`src/rtl/fetch_controller.sv`:
```
// Instruction fetch controller: one outstanding imem read at a time, a
// single-entry hold buffer for responses that land during a stall, and a
// kill state that swallows the response to a request made obsolete by a
// redirect from execute.
module fetch_controller #(
    parameter logic [31:0] RESET_PC     = 32'h0000_0000,
    parameter int          IMEM_LAT_MIN = 1
) (
    input  logic        clk,
    input  logic        rst,
    input  logic        StallF,
    input  logic        PCSrcE,
    input  logic [31:0] PCTargetE,
    output logic        imem_req,
    output logic [31:0] imem_addr,
    input  logic        imem_ack,
    input  logic [31:0] imem_rdata,
    output logic [31:0] InstrD,
    output logic [31:0] PCD,
    output logic [31:0] PCPlus4D,
    output logic        ValidD,
    output logic [31:0] PCF
);

    // A zero-cycle memory would need the ack in the same cycle as the request,
    // which the REQ/WAIT split cannot accept.
    if (IMEM_LAT_MIN < 1) begin : g_bad_lat
        $error("fetch_controller: IMEM_LAT_MIN must be at least 1");
    end

    typedef enum logic [2:0] {
        BOOT,
        REQ,
        WAIT,
        HOLD,
        KILL
    } state_t;

    // Response parked while decode is stalled.
    typedef struct packed {
        logic [31:0] instr;
        logic [31:0] pc;
    } hold_t;

    state_t      state;
    hold_t       hold;
    logic [31:0] pc_target;
    logic [31:0] pcf_plus4;
    logic [31:0] hold_plus4;

    // Redirect targets are word aligned; low bits from execute are dropped.
    assign pc_target  = {PCTargetE[31:2], 2'b00};
    assign pcf_plus4  = PCF + 32'd4;
    assign hold_plus4 = hold.pc + 32'd4;

    // The request address is simply the fetch PC; it only matters while
    // imem_req is high, i.e. while the FSM sits in REQ.
    assign imem_addr = PCF;

    // Fetch FSM. imem_req is registered and raised on every transition
    // into REQ, so it is high for exactly the cycle spent in REQ.
    always_ff @(posedge clk) begin
        if (rst) begin
            state    <= BOOT;
            PCF      <= RESET_PC;
            imem_req <= 1'b0;
            InstrD   <= 32'd0;
            PCD      <= 32'd0;
            PCPlus4D <= 32'd0;
            ValidD   <= 1'b0;
            hold     <= '0;
        end else begin
            imem_req <= 1'b0;
            case (state)
                // One idle cycle out of reset; redirects are ignored here.
                BOOT: begin
                    if (!StallF) ValidD <= 1'b0;
                    state    <= REQ;
                    imem_req <= 1'b1;
                end

                // The request goes out at the current PCF even if a redirect
                // arrives now; its response is then discarded in KILL.
                REQ: begin
                    if (PCSrcE) begin
                        PCF    <= pc_target;
                        ValidD <= 1'b0;
                        state  <= KILL;
                    end else begin
                        if (!StallF) ValidD <= 1'b0;
                        state <= WAIT;
                    end
                end

                WAIT: begin
                    if (PCSrcE) begin
                        PCF    <= pc_target;
                        ValidD <= 1'b0;
                        if (imem_ack) begin
                            // Response and redirect together: drop the data,
                            // nothing left outstanding, fetch the target now.
                            state    <= REQ;
                            imem_req <= 1'b1;
                        end else begin
                            state <= KILL;
                        end
                    end else if (imem_ack) begin
                        if (!StallF) begin
                            InstrD   <= imem_rdata;
                            PCD      <= PCF;
                            PCPlus4D <= pcf_plus4;
                            ValidD   <= 1'b1;
                            PCF      <= pcf_plus4;
                            state    <= REQ;
                            imem_req <= 1'b1;
                        end else begin
                            // Decode is frozen; park the word until it frees.
                            hold  <= '{instr: imem_rdata, pc: PCF};
                            state <= HOLD;
                        end
                    end else if (!StallF) begin
                        ValidD <= 1'b0;
                    end
                end

                HOLD: begin
                    if (PCSrcE) begin
                        PCF      <= pc_target;
                        ValidD   <= 1'b0;
                        hold     <= '0;
                        state    <= REQ;
                        imem_req <= 1'b1;
                    end else if (!StallF) begin
                        InstrD   <= hold.instr;
                        PCD      <= hold.pc;
                        PCPlus4D <= hold_plus4;
                        ValidD   <= 1'b1;
                        PCF      <= hold_plus4;
                        hold     <= '0;
                        state    <= REQ;
                        imem_req <= 1'b1;
                    end
                end

                // Waiting out the stale response; a later redirect simply
                // replaces the target we will fetch next.
                KILL: begin
                    if (PCSrcE) begin
                        PCF    <= pc_target;
                        ValidD <= 1'b0;
                    end else if (!StallF) begin
                        ValidD <= 1'b0;
                    end
                    if (imem_ack) begin
                        state    <= REQ;
                        imem_req <= 1'b1;
                    end
                end

                default: begin
                    state <= BOOT;
                end
            endcase
        end
    end

endmodule

```
`config.mk`:
```
export PLATFORM = sky130hd
export DESIGN_NAME = fetch_controller
export DESIGN_NICKNAME = d
export VERILOG_FILES = /design/src/rtl/fetch_controller.sv
export SDC_FILE = /design/constraint.sdc
export NUM_CORES = 1
export LEC_CHECK = 0
export ABC_AREA = 1
export CAP_MARGIN = 20
export CORE_ASPECT_RATIO = 0.5
export CORE_MARGIN = 3
export CORE_UTILIZATION = 30
export DETAILED_ROUTE_END_ITERATION = 6
export PLACE_DENSITY_LB_ADDON = 0.15
export RECOVER_POWER = 100
export SYNTH_ARGS = -nofsm -noshare
export SYNTH_HDL_FRONTEND = slang
export SYNTH_SLANG_ARGS = --single-unit
export TNS_END_PERCENT = 1
```
`constraint.sdc`:
```
create_clock -name clk -period 5 [get_ports clk]
set_input_delay 1 -clock clk [delete_from_list [all_inputs] [get_ports clk]]
set_output_delay 1 -clock clk [all_outputs]
set_load 0.05 [all_outputs]
```
* After elaboration in Yosys (flattened, before gate mapping)
Cells that the tools add are included.
** Cells by class
- $add $sub $neg :: 2
- Equal/unequal tests :: 15
- Muxes and demuxes :: 50
- Reductions and logical operators :: 9
** Operator list (count)
- $mux W32 :: 18
- $mux W64 :: 5
- $pmux W32 S2 :: 3
- $pmux W64 S2 :: 1
- $pmux W32 S3 :: 1
- $add A32 B3 Y32 const B :: 2
- $mux W3 :: 7
- $pmux W3 S5 :: 1
- $ne A2 B2 Y1 const B :: 7
- $mux W1 :: 11
- $reduce_and A5 Y1 :: 2
- $ne A3 B3 Y1 const B :: 3
- $pmux W1 S4 :: 2
- $eq A3 B2 Y1 const B :: 2
- $reduce_and A6 Y1 :: 1
- $reduce_bool A4 Y1 :: 1
- $eq A3 B1 Y1 const B :: 1
- $eq A3 B3 Y1 const B :: 1
- $logic_not A3 Y1 :: 1
- $reduce_and A3 Y1 :: 1
- $reduce_bool A3 Y1 :: 1
- $mux W2 :: 1
- $ne A2 B1 Y1 const B :: 1
- $reduce_bool A2 Y1 :: 1
- $reduce_or A2 Y1 :: 1
** Storage, ports and cells
- Register bits :: 197
- Input port bits :: 69
- Output and inout port bits :: 162
- Word-level logic and storage cells :: 85

* Logic depth before layout (Yosys ltp)
Gate-level depths: netlist of the first run.
- Depth in word-level cells :: 5
- Depth in mapped cells :: 12
- Depth with buffers taken out :: 12

* Worst setup path before layout of the first run
OpenSTA, ideal clock, no wires.
- Path kind :: register -> register
- Start :: reg PCF[2]
- End :: reg PCPlus4D[28]
- Data arrival time :: 2.005 ns
- Required time :: 4.891 ns
- Setup slack :: 2.887 ns
- Cell stages (with the launch flop) :: 13
- Buffers on the path :: 0
- Clock period less this slack :: 2.113 ns
- Cell sequence :: dfxtp_1 ha_1 nand3_1 inv_1 nand2_1 nor2_1 nand2_1 nand2_1 nand2_1 nand2_1 nand3_1 nand2_1 inv_1
** Between the ends
- Longest elaborated chain between the ends :: 5
** RTL lines
- from (decl) :: line 22 : output logic [31:0] PCF
- from (signal assigned) :: line 86 : PCF <= pc_target;
- from (signal assigned) :: line 97 : PCF <= pc_target;
- from (signal assigned) :: line 113 : PCF <= pcf_plus4;
- $add A32 B3 Y32 :: line 53 : assign pcf_plus4 = PCF + 32'd4;
- $mux W32 :: line 108 : if (!StallF) begin
- $mux W32 :: line 107 : end else if (imem_ack) begin
- $mux W32 :: line 96 : if (PCSrcE) begin
- $pmux W32 S2 :: line 74 : case (state)
- to (signal assigned) :: line 111 : PCPlus4D <= pcf_plus4;
- to (signal assigned) :: line 136 : PCPlus4D <= hold_plus4;
- to (decl) :: line 20 : output logic [31:0] PCPlus4D,
Every way passes these cells. The select of a mux whose other input is x is not followed.
A chain may end at the register's enable or synchronous reset.

* Final worst setup path of the first run
- Start :: in PCSrcE
- End :: reg PCF[31]
** Between the ends
- Longest elaborated chain between the ends :: 2
- Elaborated cells between the ends (all ways) :: 8
- Classes of those cells :: eq/ne: 4; mux: 3; reduce/logical: 1
** RTL lines
- from (decl) :: line 12 : input logic PCSrcE,
- $ne A3 B3 Y1 (no source line), or another cell as far along
- $reduce_and A5 Y1 (no source line) or $pmux W32 S3 (tied branches)
Parallel ways exist; a longest one is shown, timed or not.

==> results of run 1 <==
## final cells by class
class	instances	area [µm²]
Fill cell	3673	20200
Tap cell	441	552
Clock buffer	17	425
Sequential cell	195	3900
Clock inverter	15	169
Multi-Input combinational cell	1138	5180
Timing Repair Buffer	249	2470
Inverter	129	489
## final timing paths
path	from	end	slack (ns)	cells past startpoint
setup / recovery	PCSrcE	PCF[31]	1.43	11
hold / removal	hold[39]	InstrD[7]	0.47	2
setup reg to reg	state[2]	hold[55]	2.21	10
hold reg to reg	hold[39]	InstrD[7]	0.47	2
## where the power goes
| part | switching [W] | total (W) | leakage (nW) | internal [W] |
|---|---|---|---|---|
| logic | 0.00114 | 0.00160 | 3.76 | 0.000463 |
| clock network | 0.000722 | 0.00144 | 0.286 | 0.000713 |
| registers | 0.000251 | 0.00194 | 1.58 | 0.00169 |
## cell usage in the layout, fill, tap and decap left out, types with 3 or more instances in the layout
cell | netlist | routed
nand4_1 | 7 | 7
nand3_1 | 104 | 105
a31oi_1 | 66 | 66
inv_8 | 0 | 3
o21a_1 | 17 | 17
dfxtp_1 | 195 | 195
dlygate4sd3_1 | 0 | 164
xor2_1 | 13 | 13
xnor2_1 | 5 | 5
nor2_1 | 181 | 181
clkdlybuf4s50_1 | 0 | 64
inv_2 | 4 | 3
buf_4 | 45 | 11
clkbuf_16 | 0 | 17
o211ai_1 | 6 | 6
inv_1 | 125 | 124
nand2_1 | 469 | 469
a21oi_1 | 97 | 97
buf_12 | 0 | 4
inv_6 | 0 | 4
o21ai_0 | 140 | 151
clkbuf_1 | 36 | 6
## worst max-delay path: cells and delay by family
family                 cells  cell delay, ns
buffers and inverters      4            2.16
and+or+nand+nor            7            0.79
## registers in the layout (all words and copies together) (netlist names)
register,cells
PCD,32
ValidD,1
PCPlus4D,30
PCF,32
imem_req,1
InstrD,32
state,3
hold,64
## logic make-up (layout without fill, tap and decap cells)
family | Yosys count | count (layout) | synth area share
buffers and inverters | 254 | 410 | 0.116
AND/OR/NAND/NOR | 772 | 772 | 0.302
flip-flops | 195 | 195 | 0.379
AO/OA/AOI/OAI | 346 | 346 | 0.184
XOR/XNOR | 18 | 18 | 0.0153
adder cells (fa/ha/maj) | 2 | 2 | 0.00243
## routing by layer
metal,vias to the layer above,track usage,wire length (µm)
met5,-,0,0
met4,0,0.0363,261
met3,15,0.0456,2260
met2,275,0.316,16800
met1,4920,0.284,18200
li1,5416,-,-
## per-stage QoR
| step | worst slack, ns | util | cell area [µm²] | total power [W] |
|---|---|---|---|---|
| floorplan | 2.89 | - | 10300 | 0.00308 |
| global placement | 1.31 | 0.378 | 12600 | 0.00365 |
| detailed placement | 1.29 | 0.378 | 12600 | 0.00365 |
| CTS | 1.78 | 0.396 | 13200 | 0.00509 |
| global route | 1.17 | 0.395 | 13200 | 0.00522 |
| finish | 1.43 | 0.395 | 13200 | 0.00498 |
==> metrics.md, run 1 <==
| Metric | Value |
|---|---|
| Cell breakdown of the critical path | dlygate4sd3_1, inv_1, nand3_1, nand2_1, nor2_1, nand2_1, clkbuf_1, nor2_1, nand3_1, nand2_1, inv_1 |
| Post-Route WL | between 30000 and 40000 µm |
| Post-synth EDFFs | 0 |
| Endpoints failing setup | 0 |
| I/O pin total | 231 |
| HP Class | register to register |
| H-tree depth | 4 |
| Minimum clock period | 3.57 ns |
| Syn avg cell area | 6.48 µm² |
| Final worst path period share | 0.713 |
| RSZ-0062 raised after global routing | false |
| Clk root buf | clkbuf_16 |
| Crit. End Element | register |
| Async set-or-reset flop fraction in the synthesized netlist | 0 |
| Vias per inst | 4.87 |
| Synthesized Nets | 1658 |
| Crit path DAT | between 3 and 4 ns |
| Dpl hpwl | 26900 µm |
| Post-synth top area cell | dfxtp_1 |
| Synth cell types | 35 |
| Dpl cells | 2152 |
| Synth top area share | 0.379 |
| First-iteration detailed-routing DRC count | roughly 920 |
| Commonest cells post-synth | nand2_1 (469), dfxtp_1 (195), nor2_1 (181), o21ai_0 (140), inv_1 (125) |
| Worst-path fanout max | 22 |
| Synth top area cells | dfxtp_1 (38%), nand2_1 (17%), o21ai_0 (6.8%) |
| Die W | 268 µm |
| Mapped cell area | 10300 µm² |
| Layout cells sized above 1 | 0.0344 |
| Slew Limit Fails | 0 |
| Die Ht | roughly 140 µm |
| Seq/Total Area, Yosys | 0.379 |
| CTS tree | done |
| Antenna Diode Count | 0 |
| Worst Tran Pin Value | roughly 1.1 ns |
| Hold buffer count at cts | 0 |
| Die Area | 36700 µm² |
| CTS buffer count | 17 |
| DR pass1 iterations | 6 |
| Final hold slack | 0.465 ns |
| Status | complete, no violations |
| Routed WL per cell | between 15 and 20 µm |
| Layout overhead on the synthesized area | 28.2% |
| Final nets | around 1.8k |
| Core Box Area | between 30000 and 40000 µm² |
| All-layer global routing usage | 0.201 |
| Clock Skews | 0.0121 ns |
| Maxcap violations | 0 |
| Slowest CP cell | clkbuf_1 |
| Endpoints failing hold | 0 |
| Ys Warns | 0 |
| DRC violations left | 0 |
| Post-CTS Resized | 0 |
| Post-Layout Cell Count | around 2.2k |
| Worst skew pair latency | 0.46 ns |
| Initial core utilization | 0.308 |
| Aggregate global routing overflow | 0 |
| CP dominant cell by count | nand2_1 |
| Worst path required time | ~5.4 ns |
| Top-count cell post-synth | nand2_1 |
| Max Buffers Root-to-Sink | 2 |
| #FFs+latches synth | 195 |
| Post-Syn Instances | ~1.6k |
| Largest net degree at the start of global routing | between 80 and 90 |
| Via count | 10.6k |
| Vias in the first global route | 9471 |
| First-pass GRT wire length | roughly 56000 µm |
| Initial antenna violation count | 0 |
| Synth Flop Type | dfxtp_1 |
| LEAKAGE | between 5 and 6 nW |
| Slew margin rel. | 0.249 |
| Site Rows | 47 |
| Crit path launch type | primary input |
| Gp weighted congestion | between 0.8 and 0.9 |
| # port buffers | 228 |
| Clock transition at path regs | 0.08 ns |
| Setup Fix Bufs, Post-CTS | 0 |
| CP max stage delay | 0.85 ns |
| P per Cell Area | 377 nW/µm² |
| Peak supply drop | about 0.00018 V |
| DRT antenna net count | 0 |
| Critical Setup Path Class | primary input to register |
| CTS sink cnt | between 150 and 200 |
| Setup TNS | 0 ns |
| Peak Freq | between 200 and 300 MHz |
(Power assumes the default switching activity.)
==> run 2: changes to the inputs <==
Clock period 5 ns to 3.05 ns, I/O delays scaled along.
==> run 2 against run 1 <==
  * Clock skew fell by 0.0025 ns
  * Critical path depth decreased by 10
  * Register-to-register slack lost 1.5 ns
  * Largest cell class unchanged
==> metrics.md, run 2 (same netlist as run 1, synthesis figures left out) <==
| Metric | Value |
|---|---|
| Max Buffers Root-to-Sink | 2 (unchanged) |
| Worst-path fanout max | 7 (was 22) |
| LEAKAGE | 5.70 nW (was 5.63 nW) |
| Vias per inst | 4.84 (was 4.87) |
| Initial core utilization | 0.308 (unchanged) |
| Antenna Diode Count | 0 (unchanged) |
| # port buffers | 228 (unchanged) |
| Hold Path Stages | 2 (unchanged) |
| Slew Limit Fails | 0 (unchanged) |
| Critical Setup Path Class | register to output port (was primary input to register) |
| Initial antenna violation count | 2 (was 0) |
| Clock transition at path regs | 0.08 ns (about the same) |
| R2R depth | 10 (unchanged) |
| DRT antenna net count | 0 (unchanged) |
| H-tree depth | 4 (unchanged) |
| Crit path DAT | 2.03 ns (was 3.98 ns) |
| Minimum clock period | 2.64 ns |
| Largest Register | hold (unchanged) |
| R2R setup slack | 0.76 ns (was 2.21 ns) |
| Cell breakdown of the critical path | dlygate4sd3_1 (was dlygate4sd3_1, inv_1, nand3_1, nand2_1, nor2_1, nand2_1, clkbuf_1, nor2_1, nand3_1, nand2_1, inv_1) |
| All-layer global routing usage | 0.204 (was 0.201) |
| First-pass GRT wire length | 57200 µm (was 56400 µm) |
| Maxcap violations | 0 (unchanged) |
| Setup Fix Bufs, Post-CTS | 0 (unchanged) |
| Hold Path Sink | InstrD[15] (was InstrD[7]) |
| Post-CTS Resized | 0 (unchanged) |
| HP Start | hold[47] (was hold[39]) |
| Placed Area | 12800 µm² (was 12600 µm²) |
| Site Rows | 47 (unchanged) |
| Clk root buf | clkbuf_16 (unchanged) |
| DR pass1 iterations | 5 (was 6) |
| Overall Power | 0.00812 W (was 0.00498 W) |
| Layout overhead on the synthesized area | 29.1% (was 28.2%) |
| Commonest non-fill, non-tap cell in the layout | nand2_1 (unchanged) |
| Status | complete, no violations (unchanged) |
| I/O pin total | 231 (unchanged) |
| Most frequent cells in the layout | nand2_1 (469), dfxtp_1 (195), nor2_1 (181) (unchanged) |
| Peak supply drop | 0.000296 V (was 0.000184 V) |
| Crit. End Element | output port (was register) |
| Worst Tran Pin Value | 0.711 ns (was 1.13 ns) |
| Largest net degree at the start of global routing | 82 (was 83) |
| Crit path launch type | register (was primary input) |
| Aggregate global routing overflow | 0 (unchanged) |
| Slew margin rel. | 0.526 (was 0.249) |
| Routed WL per cell | 17.2 µm (about the same) |
| Die Ht | 137 µm (unchanged) |
| Slowest CP cell | dlygate4sd3_1 (was clkbuf_1) |
| Vias in the first global route | 9657 (was 9471) |
| Die Area | 36700 µm² (unchanged) |
| Worst path required time | 2.44 ns (was 5.41 ns) |
| CTS tree | done (unchanged) |
| Crit-path leading delay family | buffers and inverters (unchanged) |
| CTS sink cnt | 195 (unchanged) |
| DRC violations left | 0 (unchanged) |
| First-iteration detailed-routing DRC count | 1023 (was 918) |
| Hold buffer count at cts | 0 (unchanged) |
| Setup TNS | 0 ns (unchanged) |
| Peak Freq | 379 MHz |
| RR Endpoint | PCF[14] (was hold[55]) |
| Reg2reg start | hold[3] (was state[2]) |
| Dpl hpwl | 27800 µm (was 26900 µm) |
| Endpoints failing hold | 0 (unchanged) |
| Finished Core Util | 0.398 (was 0.395) |
| Worst skew pair latency | 0.46 ns (about the same) |
| Largest register FFs | 64 (unchanged) |
| Post-Route WL | 37800 µm (was 37600 µm) |
| Final instance area | 13300 µm² (was 13200 µm²) |
| Final worst path period share | 0.865 |
| CP max stage delay | 0.95 ns (was 0.85 ns) |
| Via count | 10.6k (about the same) |
| CTS buffer count | 17 (unchanged) |
| Clock Skews | 0.00961 ns (was 0.0121 ns) |
| Core Box Area | 33400 µm² (unchanged) |
| Bufs and invs on worst path | 1 (was 4) |
| Final nets | 1812 (was 1801) |
| HP Class | register to register (unchanged) |
| P per Cell Area | 612 nW/µm² (was 377 nW/µm²) |
| Gp weighted congestion | 0.893 (was 0.862) |
| Layout cells sized above 1 | 0.0416 (was 0.0344) |
| Die W | 268 µm (unchanged) |
| Endpoints failing setup | 0 (unchanged) |
| RSZ-0062 raised after global routing | false (unchanged) |
run 2: worst max path at each step:
stage                     startpoint             to  slack, ns  cells after the start
final                        PCF[19]  imem_addr[19]       0.41                      1
after CTS                    PCF[15]  imem_addr[15]       0.44                      1
after global routing          PCSrcE         PCF[7]       0.29                      8
after floorplan               PCF[2]   PCPlus4D[28]       0.94                     12
after global placement      imem_ack         PCD[0]       0.34                      8
after detailed placement    imem_ack     InstrD[26]       0.31                      8
run 2: metrics by stage:
stage	hold slack, ns	std cells	setup WS, ns
final	0.469	2195	0.411
after global placement	0.463	2163	0.337
after CTS	0.473	2195	0.440
after floorplan	0.448	1587	0.937
after detailed placement	0.464	2163	0.310
after global routing	0.493	2195	0.292
run 2: final cells by class:
class	instances	area [µm²]
sequential	195	3900
fill	3613	20100
clock buffer	19	443
clock inverter	13	126
tap	441	552
timing repair buffer	260	2600
multi-input combinational	1138	5170
inverter	129	489
run 2: report_power, final:
group	internal, W	switching (W)
logic	0.000795	0.00191
registers	0.00277	0.000381
clock network	0.00110	0.00117
total	0.00466	0.00346
run 2: routing by layer:
metal | track usage | part of all wire
met5 | 0 | 0
met4 | 0.0544 | 0.014
met3 | 0.0343 | 0.059
met2 | 0.311 | 0.44
met1 | 0.296 | 0.49
